## src/rtl/pc_gen.sv

```systemverilog
// Fetch-stage program counter: sequential advance, stall, branch/jump redirect,
// exception vectoring with target alignment checking, and a RUN/HALT state machine.
module pc_gen #(
  parameter int unsigned WIDTH      = 32,
  parameter int unsigned STEP       = 4,
  parameter logic [31:0] RESET_VEC  = 32'h0,
  parameter logic [31:0] EXC_VEC    = 32'h80,
  parameter int unsigned ALIGN_BITS = 2
) (
  input  logic             clk,
  input  logic             rst,
  input  logic             i_stall,
  input  logic             i_branch_taken,
  input  logic [WIDTH-1:0] i_branch_target,
  input  logic             i_jump,
  input  logic [WIDTH-1:0] i_jump_target,
  input  logic             i_exc,
  input  logic             i_halt,
  input  logic             i_resume,
  output logic [WIDTH-1:0] o_pc,
  output logic [WIDTH-1:0] o_pc_inc,
  output logic             o_flush,
  output logic             o_misalign,
  output logic             o_halted
);

  typedef enum logic {RUN, HALT} state_t;

  localparam logic [WIDTH-1:0] RST_PC     = WIDTH'(RESET_VEC);
  localparam logic [WIDTH-1:0] EXC_PC     = WIDTH'(EXC_VEC);
  localparam logic [WIDTH-1:0] STEP_W     = WIDTH'(STEP);
  // ALIGN_BITS = 0 yields an all-zero mask, which disables the check.
  localparam logic [WIDTH-1:0] ALIGN_MASK = WIDTH'((64'd1 << ALIGN_BITS) - 64'd1);

  state_t           state, next_state;
  logic [WIDTH-1:0] next_pc;
  logic             next_flush, next_misalign;

  function automatic logic misaligned(input logic [WIDTH-1:0] target);
    return |(target & ALIGN_MASK);
  endfunction

  always_ff @(posedge clk) begin
    if (rst) begin
      state      <= RUN;
      o_pc       <= RST_PC;
      o_pc_inc   <= RST_PC + STEP_W;
      o_flush    <= 1'b0;
      o_misalign <= 1'b0;
    end else begin
      state      <= next_state;
      o_pc       <= next_pc;
      o_pc_inc   <= next_pc + STEP_W;
      o_flush    <= next_flush;
      o_misalign <= next_misalign;
    end
  end

  assign o_halted = (state == HALT);

  // A misaligned redirect target is turned into an exception vector.
  always_comb begin
    next_state    = state;
    next_pc       = o_pc;
    next_flush    = 1'b0;
    next_misalign = 1'b0;
    unique case (state)
      RUN: begin
        if (i_exc) begin
          next_pc    = EXC_PC;
          next_flush = 1'b1;
        end else if (i_jump) begin
          next_flush = 1'b1;
          if (misaligned(i_jump_target)) begin
            next_pc       = EXC_PC;
            next_misalign = 1'b1;
          end else begin
            next_pc = i_jump_target;
          end
        end else if (i_branch_taken) begin
          next_flush = 1'b1;
          if (misaligned(i_branch_target)) begin
            next_pc       = EXC_PC;
            next_misalign = 1'b1;
          end else begin
            next_pc = i_branch_target;
          end
        end else if (i_halt) begin
          next_state = HALT;
        end else if (!i_stall) begin
          next_pc = o_pc + STEP_W;
        end
      end
      HALT: begin
        if (i_exc) begin
          next_pc    = EXC_PC;
          next_flush = 1'b1;
          next_state = RUN;
        end else if (i_resume) begin
          next_pc    = o_pc + STEP_W;
          next_state = RUN;
        end
      end
      default: next_state = RUN;
    endcase
  end

endmodule

```

## config.mk

```make
export PLATFORM = sky130hd
export DESIGN_NAME = pc_gen
export DESIGN_NICKNAME = d
export VERILOG_FILES = /design/src/rtl/pc_gen.sv
export SDC_FILE = /design/constraint.sdc
export NUM_CORES = 1
export LEC_CHECK = 0
export ABC_AREA = 1
export CAP_MARGIN = 20
export CORE_MARGIN = 2
export CORE_UTILIZATION = 50
export DETAILED_ROUTE_END_ITERATION = 10
export PLACE_DENSITY = 0.82
export SYNTH_ARGS = -nofsm -noshare
export SYNTH_HDL_FRONTEND = slang
export SYNTH_SLANG_ARGS = --single-unit
```

## constraint.sdc

```tcl
create_clock -name clk -period 2.7 [get_ports clk]
set_input_delay 0.54 -clock clk [delete_from_list [all_inputs] [get_ports clk]]
set_output_delay 0.54 -clock clk [all_outputs]
set_load 0.01 [all_outputs]
```

Yosys cells after proc, flatten, opt, wreduce, memory -nomap -nowiden
Cells that the tools add are included.
{ "totals": {"mem_count": 0, "output_inout_bits": 67, "register_bits": 67, "in_bits": 72, "word_cells": 37, "ram_bits": 0, "rom_bits": 0, "latch_bits": 0} }
{ "classes": {"addsub": 2, "n_reduce_logical": 3, "shifts": 0, "mux": 26, "multipliers": 0, "n_div": 0, "order_cmp": 0, "n_bitwise": 1, "n_eq_ne": 0} }
{ "op_table": {"columns": ["cell", "count"], "rows": [
  ["two-way mux 32 bit", 9],
  ["adder 32 x 3 -> 32 bit (second input constant)", 2],
  ["case mux 32 bit (2 select lines)", 1],
  ["two-way mux 1 bit", 14],
  ["case mux 1 bit (2 select lines)", 2],
  ["OR reduction 2 bit", 2],
  ["OR reduction 3 bit", 1],
  ["inverter 1 bit", 1]
]} }

Depth between registers and ports, before layout
Gate-level depths: netlist of the first run.
{ "depth": {"ltp_word": 8, "ltp_mapped": 19, "mapped_depth_nobuf": 19} }

Worst setup path before layout of the first run
No wires, ideal clock.
{ "synth_path": {"kind": "input to register", "startpoint": "input port i_exc", "endpoint": "register o_pc_inc[28]", "t_required_ns": 2.585, "path_stages": 18, "path_buffers": 1, "setup_ns": 0.115, "path_slack_ns": 0.341, "t_arrival_ns": 2.244, "cell_sequence": "buf_6 -> inv_6 -> nand2_2 -> nor2_4 -> inv_2 -> nor2_1 -> a21oi_1 -> nand2_2 -> ha_1 -> nand2_1 -> nor2_2 -> nand3_2 -> nor2_4 -> nand3_1 -> nor2_1 -> nand3_1 -> nand2_1 -> nor2_1"} }
{ "synth_via": {"elab_chain_cells": 3} }
{ "synth_lines": {"columns": ["item", "line_no", "text"], "rows": [
  ["start, declared", "17", "input logic i_exc,"],
  ["two-way mux 32 bit, on equally long branches", "95, 69", null],
  ["case mux 32 bit (2 select lines) (*)", "67", "unique case (state)"],
  ["net next_pc[2]", "36", "logic [WIDTH-1:0] next_pc;"],
  ["adder 32 x 3 -> 32 bit (*)", "53", "o_pc_inc <= next_pc + STEP_W;"],
  ["end signal, assigned", "47", "o_pc_inc <= RST_PC + STEP_W;"],
  ["end signal, assigned", "53", null],
  ["end, declared", "21", "output logic [WIDTH-1:0] o_pc_inc,"]
]} }
Mark *: on every way through the listed nets, which the timed path passes. The rest lies on a longest branch.
A chain may end at the register's enable or synchronous reset.

Final worst setup path of the first run
{ "layout_path": {"startpoint": "input port i_branch_target[0]", "endpoint": "register o_pc_inc[24]"} }
{ "layout_via": {"elab_chain_cells": 7} }
{ "layout_lines": {"columns": ["item", "line_no", "text"], "rows": [
  ["start, declared", "14", "input logic [WIDTH-1:0] i_branch_target,"],
  ["OR reduction 2 bit", "40", "return |(target & ALIGN_MASK);"],
  ["two-way mux 32 bit", "82", "if (misaligned(i_branch_target)) begin"],
  ["two-way mux 32 bit", "80", "end else if (i_branch_taken) begin"],
  ["two-way mux 32 bit", "72", "end else if (i_jump) begin"],
  ["two-way mux 32 bit", "69", "if (i_exc) begin"],
  ["case mux 32 bit (2 select lines)", "67", null],
  ["net next_pc[2]", "36", null],
  ["adder 32 x 3 -> 32 bit", "53", null]
]} }
The timed path passes the listed nets, and every way through them passes these cells.

==> results of run 1 <==
[registers in the layout, summed over array words and instances, names as in the netlist]
signal and cells:
o_misalign 1, o_halted 1, o_pc_inc 30, o_pc 32, o_flush 1
[stage by stage]
stage	worst slack [ns]	util, %	TNS (ns)	hold WS, ns	instances
2_1_floorplan	0.341	-	0	0.482	910
3_3_place_gp	-0.401	74.4	-6.85	0.445	1248
3_5_place_dp	-0.477	74.4	-8.64	0.452	1248
4_1_cts	0.00167	77.5	0	0.465	1267
5_1_grt	-0.125	80.4	-0.745	0.496	1278
6_report	0.0386	80.4	0	0.469	1278
[per-layer routing]
| layer | vias up | GRT usage, % | part of all wire (%) |
|---|---|---|---|
| li1 | 3411 | - | - |
| met1 | 3223 | 51.8 | 40 |
| met2 | 499 | 56.2 | 45 |
| met3 | 64 | 7.98 | 12 |
| met4 | 0 | 12.3 | 3.1 |
| met5 | - | 0 | 0 |
[critical path, stage by stage]
cell	delay (ns)
clkdlybuf4s50_1	0.41
nor2_2	0.13
buf_4	0.17
nand2_1	0.06
nand2_1	0.06
nand2_1	0.05
nand2_1	0.05
nand2_1	0.05
nand2_2	0.15
ha_4	0.16
nand2_1	0.07
nor2_2	0.15
nand3_2	0.12
nor2_4	0.17
nand2_2	0.11
nor2_4	0.12
nand3_2	0.11
nand2_1	0.07
nand2_1	0.05
nor2_1	0.12
[cell type report]
cell class / count / area, um2 / share of cell area, %
clock buffer: 10 / 128 / 1.61
clock inverter: 6 / 92.6 / 1.17
inverter: 106 / 403 / 5.08
multi-input combinational: 703 / 3440 / 43.3
sequential: 65 / 1310 / 16.5
tap: 133 / 166 / 2.10
timing repair buffer: 255 / 2400 / 30.2
[repair_timing]
item / CTS / global route
endpoints found under the hold margin: 0 / 0
pin swaps: 7 / 25
endpoints found under the setup margin: 16 / 22
buffers inserted: 3 / 11
gates resized for setup: 13 / 64
[cell usage after synthesis (all sizes together) (2+ instances only)]
library cell	instances	share of area [%]
nand3	107	11
nor2	138	12
dfxtp	65	25
o21bai	2	0.29
inv	106	7.8
or2	2	0.24
clkbuf	14	1.0
and2	2	0.24
a21oi	101	10
nor3	21	2.0
ha	2	0.49
nand2	255	19
o21ai	51	5.0
nand4	8	0.97
buf	22	2.5
o22ai	8	0.97
[cell families (layout without fill, tap and decap cells)]
kind of cell             Yosys count  after routing  synth area share (%)
AO/OA/AOI/OAI                    165            165                  16.6
AND/OR/NAND/NOR                  535            535                  46.0
XOR/XNOR                           1              1                 0.171
flip-flops                        65             65                  25.3
adder cells (fa/ha/maj)            2              2                 0.487
buffers and inverters            142            377                  11.4
[path summary, 6_finish.rpt]
kind	end	slack [ns]
worst min register to register	o_pc[1]$_SDFFE_PP0P_	0.47
worst max-delay path	o_pc_inc[24]$_SDFF_PP0_	0.04
worst max register to register	o_pc_inc[30]$_SDFF_PP0_	0.05
worst min-delay path	o_pc[1]$_SDFFE_PP0P_	0.47
[power by group through the flow]
stage,Sequential [mW],Clock [mW],Combinational (mW)
floorplan,1.07,0,0.282
global placement,1.06,0,0.673
detailed placement,1.06,0,0.680
CTS,1.04,0.969,0.696
global route,1.05,1.01,0.808
finish,1.04,0.971,0.760
==> flow_metrics.env, run 1 <==
export IMPL_status="completed"
export IMPL_grt_max_degree=35
export IMPL_max_slew_margin_rel_pct=51.5
export IMPL_hp_start="o_pc[1]$_SDFFE_PP0P_"
export IMPL_grt_setup_unrepaired="yes"
export IMPL_yosysUniqueCellTypes=36
export IMPL_path_class="input pin to flip-flop"
export IMPL_r2r_start="o_pc[2]$_SDFF_PP0_"
export IMPL_ys_seq_area_share_pct=25.3
export IMPL_clkPwrFrac_pct=35.0
export IMPL_clk_latency_ns=0.35
export IMPL_yosys_register_bits=65
export IMPL_antenna_cells=0
export IMPL_endpoint_kind="flip-flop"
export IMPL_start_kind="input pin"
export IMPL_synthesis_area_um2=5130
export IMPL_synth_area_per_cell_um2=5.64
export IMPL_syn_inst=910
export IMPL_cts_buffer_depth=2
export IMPL_synthFlopType="dfxtp_1"
export IMPL_syn_nets=984
export IMPL_drive_above_1_share_pct=19.7
export IMPL_cts_sinks=65
export IMPL_p_seq_share_pct=37.6
export IMPL_worstRegToRegCells=16
export IMPL_grt_pass1_wl_mm=32.4
export IMPL_antenna_left=0
export IMPL_grt_pass1_vias=6251
export IMPL_place_area_um2=7340
export IMPL_crit_required_ns=2.99
export IMPL_switching_share_pct=32.0
export IMPL_post_dp_hpwl_mm=15.9
export IMPL_placeableCoreArea_um2=9860
export IMPL_synth_edf_count=0
export IMPL_fillers=728
export IMPL_viasPerCell=5.63
export IMPL_drc=0
export IMPL_yosys_warnings=0
export IMPL_crit_start="i_branch_target[0]"
export IMPL_p_int_mw=1.89
export IMPL_fin_area_um2=7940
export IMPL_path_max_fanout=5
export IMPL_tightest_slew_ns=0.726
export IMPL_p_total_mw=2.77
export IMPL_worstHoldPathType="flip-flop to flip-flop"
export IMPL_fmax_ghz=0.376
export IMPL_firstDrtPassIters=7
export IMPL_std_cell_rows=36
export IMPL_drv_slew=0
export IMPL_portBuffers=138
export IMPL_async_reset_ff_share_pct=0
export IMPL_vdd_drop_max_mv=0.345
export IMPL_antenna_found_initial=0
export IMPL_dr_total_vias=7197
export IMPL_ctsHtreeMaxLevel=3
export IMPL_clkTransAtPathRegs_ns=0.09
export IMPL_finalCriticalPeriod_ns=2.66
export IMPL_ios=139
export IMPL_tritoncts="done"
export IMPL_finalSetupViolCount=0
export IMPL_worst_ep_arrival_time_ns=2.95
export IMPL_fin_crit_sh_pct=98.6
export IMPL_final_common_cell="nand2_1"
export IMPL_hold_depth=2
export IMPL_die_area_um2=11100
export IMPL_hold_violations=0
export IMPL_finalNetCount=1214
export IMPL_drt_total_wl_mm=22.2
export IMPL_switchingPower_mw=0.887
export IMPL_routabilityCongestion=1.03
export IMPL_power_leakage_nw=3.41
export IMPL_cts_buffers=9
export IMPL_p_comb_share_pct=27.4
export IMPL_fp_dieH_um=105
export IMPL_drv_cap=0
export IMPL_p_per_area_nw_per_um2=350
export IMPL_grt_usage_pct=37.0
export IMPL_wl_per_cell_um=17.4
export IMPL_die_width_um=105
export IMPL_cts_root_buf="clkbuf_8"
export IMPL_start_util_pct=52.1
export IMPL_holdBufCountCts=0
export IMPL_final_cell_mix="233 x nand2_1, 131 x clkdlybuf4s50_1, 103 x nor2_1"
export IMPL_overflow=0
export IMPL_fin_skew_ns=0.0188
export IMPL_drt_initial_drc_count=939
export IMPL_syn_to_final_growth_pct=54.5
No activity file was read; power rests on OpenSTA's default activity.
==> inputs of run 2 (changes only) <==
ABC_AREA = default   (was 1)
CAP_MARGIN = default   (was 20)
CORE_UTILIZATION = 48   (was 50)
PLACE_DENSITY = 0.81   (was 0.82)
==> run 2 against run 1 <==
- the run now ends with setup timing left
- routed wire length grew 15%
- global-route usage grew 6.3 points
- sequential power hardly changed
- flip-flop and latch count did not move
- final area up 8.5%
- clock power decreased by 13%
- count of clock-buffer cells in the layout is 1 lower
- fmax decreased by 28%
- die area is 4.8% lower
- core utilization is 8.9 points higher
- first-iteration DRC count down 20%
- critical endpoint is now o_pc_inc[27]$_SDFF_PP0_
- largest power group unchanged
==> flow_metrics.env, run 2 <==
export IMPL_status="finished with violations"
export IMPL_violations="setup timing"
export IMPL_routabilityCongestion=1.04
export IMPL_std_cell_rows=36
export IMPL_firstDrtPassIters=9
export IMPL_max_flop_register="o_pc"
export IMPL_ctsHtreeMaxLevel=3
export IMPL_met1_length_mm=8.65
export IMPL_final_cells=1096
export IMPL_final_common_cell="buf_4"
export IMPL_yosys_area_top_type_share_pct=27.8
export IMPL_p_per_area_nw_per_um2=316
export IMPL_post_dp_hpwl_mm=16.7
export IMPL_muxShareOfSynthArea_pct=2.75
export IMPL_syn_to_final_growth_pct=83.9
export IMPL_crit_cells=10
export IMPL_wl_met2_mm=11.6
export IMPL_grt_pass1_wl_mm=34.6
export IMPL_path_class="flip-flop to flip-flop"
export IMPL_cts_sinks=65
export IMPL_overflow=0
export IMPL_synth_top_area_cell="dfxtp_1"
export IMPL_synth_edf_count=0
export IMPL_fmax_ghz=0.272
export IMPL_worstHoldPathType="flip-flop to flip-flop"
export IMPL_viasPerCell=6.57
export IMPL_worstRegToRegCells=10
export IMPL_largest_reg_flops=32
export IMPL_synth_xor_area_share_pct=6.36
export IMPL_wl_met3_mm=3.21
export IMPL_fillers=466
export IMPL_clkTransAtPathRegs_ns=0.07
export IMPL_synth_adder_area_share_pct=0.534
export IMPL_synth_compound_gate_area_share_pct=21.2
export IMPL_dr_total_vias=7198
export IMPL_tightest_slew_ns=0.937
export IMPL_clk_latency_ns=0.38
export IMPL_drv_slew=0
export IMPL_cts_buffer_depth=2
export IMPL_placeableCoreArea_um2=9640
export IMPL_drt_initial_drc_count=748
export IMPL_worst_ep_arrival_time_ns=3.93
export IMPL_path_max_fanout=6
export IMPL_synth_area_per_cell_um2=7.57
export IMPL_yosys_top_cells_area="dfxtp_1 28%, nor2_1 6.7%, nand2_1 3.6%"
export IMPL_drt_total_wl_mm=25.6
export IMPL_synth_simple_area_share_pct=36.3
export IMPL_utilization_pct=89.3
export IMPL_finalNetCount=1032
export IMPL_ys_top_cells_by_count="84 x nor2_1, 65 x dfxtp_1, 45 x nand2_1, 31 x nor3_1, 24 x a21oi_1"
export IMPL_fin_hold_ws_ns=0.527
export IMPL_cts_buffers=9
export IMPL_final_cell_mix="208 x buf_4, 126 x clkdlybuf4s50_1, 78 x nor2_1"
export IMPL_antenna_left=0
export IMPL_hold_violations=0
export IMPL_yosys_warnings=0
export IMPL_top_layer_used="met4"
export IMPL_grt_usage_pct=43.3
export IMPL_cp_cell_sequence="buf_4, nand2b_1, buf_4, buf_4, o32a_1, or4_4, or4_4, or4_4, nor3_4, mux2_4"
export IMPL_cp_buffers_inverters=3
export IMPL_synthFlopType="dfxtp_1"
export IMPL_fin_skew_ns=0.0171
export IMPL_dp_cells=1047
export IMPL_yosys_register_bits=65
export IMPL_syn_nets=693
export IMPL_max_slew_margin_rel_pct=37.5
export IMPL_grt_pass1_vias=6576
export IMPL_p_total_mw=2.72
export IMPL_syn_inst=619
export IMPL_tritoncts="done"
export IMPL_power_leakage_nw=3.45
export IMPL_worst_slack_ns=-0.979
export IMPL_drive_above_1_share_pct=39.8
export IMPL_grt_max_degree=48
export IMPL_synthesis_area_um2=4680
export IMPL_die_width_um=103
export IMPL_portBuffers=138
export IMPL_fin_crit_sh_pct=136
export IMPL_crit_required_ns=2.95
export IMPL_cts_root_buf="clkbuf_8"
export IMPL_hold_depth=1
export IMPL_ys_seq_area_share_pct=27.8
export IMPL_endpoint_kind="flip-flop"
export IMPL_holdBufCountCts=0
export IMPL_finalCriticalPeriod_ns=3.68
export IMPL_ios=139
export IMPL_die_area_um2=10600
export IMPL_slowest_stage="or4_4"
export IMPL_grt_setup_unrepaired="yes"
export IMPL_synth_most_common_cell="nor2_1"
export IMPL_fp_dieH_um=103
export IMPL_path_delay_family="simple AND/OR/NAND/NOR gates"
export IMPL_antenna_found_initial=1
export IMPL_synth_top_family_by_area="simple AND/OR/NAND/NOR gates"
export IMPL_start_util_pct=48.6
export IMPL_reg_top3="o_pc: 32 flops, o_pc_inc: 30 flops"
export IMPL_yosysUniqueCellTypes=78
export IMPL_async_reset_ff_share_pct=0
export IMPL_place_area_um2=7620
export IMPL_start_kind="flip-flop"
export IMPL_vdd_drop_max_mv=0.370
export IMPL_cpPeakStageDelay_ns=0.62
export IMPL_wl_per_cell_um=23.4
export IMPL_fin_area_um2=8610
export IMPL_finalSetupViolCount=23
export IMPL_drv_cap=0
export IMPL_drc=0
## run 2: cell type report
type,count,area [um2],area share (%)
clock inverters,6,60.1,0.697
well taps,133,166,1.93
diodes,1,2.50,0.0291
repair buffers,373,3220,37.4
flip-flops and latches,65,1340,15.5
inverters,8,31.3,0.363
clock buffers,9,124,1.44
multi-input cells,501,3670,42.6
## run 2: what timing repair did
item | 4_1_cts | 5_1_grt
buffers inserted | 15 | 18
setup endpoints to repair | 33 | 30
endpoints found under the hold margin | 0 | 0
resized for setup | 90 | 82
pin swaps | 27 | 46
## run 2: final timing paths
check / startpoint / end / slack [ns]
max: o_halted$_SDFF_PP0_ / o_pc_inc[27]$_SDFF_PP0_ / -0.98
min: o_pc[1]$_SDFFE_PP0P_ / o_pc[1]$_SDFFE_PP0P_ / 0.53
max reg2reg: o_halted$_SDFF_PP0_ / o_pc_inc[27]$_SDFF_PP0_ / -0.98
min reg2reg: o_pc[1]$_SDFFE_PP0P_ / o_pc[1]$_SDFFE_PP0P_ / 0.53
## run 2: report_power, final
part | internal, mW | leakage (nW) | switching (mW) | total (mW)
Combinational | 0.430 | 2.82 | 0.415 | 0.845
Clock | 0.416 | 0.0909 | 0.427 | 0.844
Sequential | 0.998 | 0.539 | 0.0335 | 1.03
Total | 1.84 | 3.45 | 0.876 | 2.72
## run 2: layer usage
metal | GRT usage, % | vias to the layer above
met2 | 72.2 | 674
met1 | 50.9 | 3280
met3 | 11.5 | 240
met4 | 22.8 | 0
met5 | 0 | -
li1 | - | 3004
## run 2: cells by family after synthesis
family | after synthesis
and+or+nand+nor | 311
AOI/OAI and AO/OA | 142
DFF | 65
buffers and inverters | 53
xor gates and xnor gates | 34
muxes | 12
adders and majority gates | 2
## run 2: stage by stage
stage | setup WS [ns] | TNS [ns]
floorplan | -0.883 | -9.43
global placement | -1.45 | -29.99
detailed placement | -1.53 | -32.28
CTS | -0.850 | -9.75
global route | -1.02 | -13.40
finish | -0.979 | -12.03
==> inputs of run 3 (changes only) <==
CTS_CLUSTER_SIZE = 14   (was default)
==> results of run 3 <==
Final layout, timing and power as in run 2 (identical DEF).
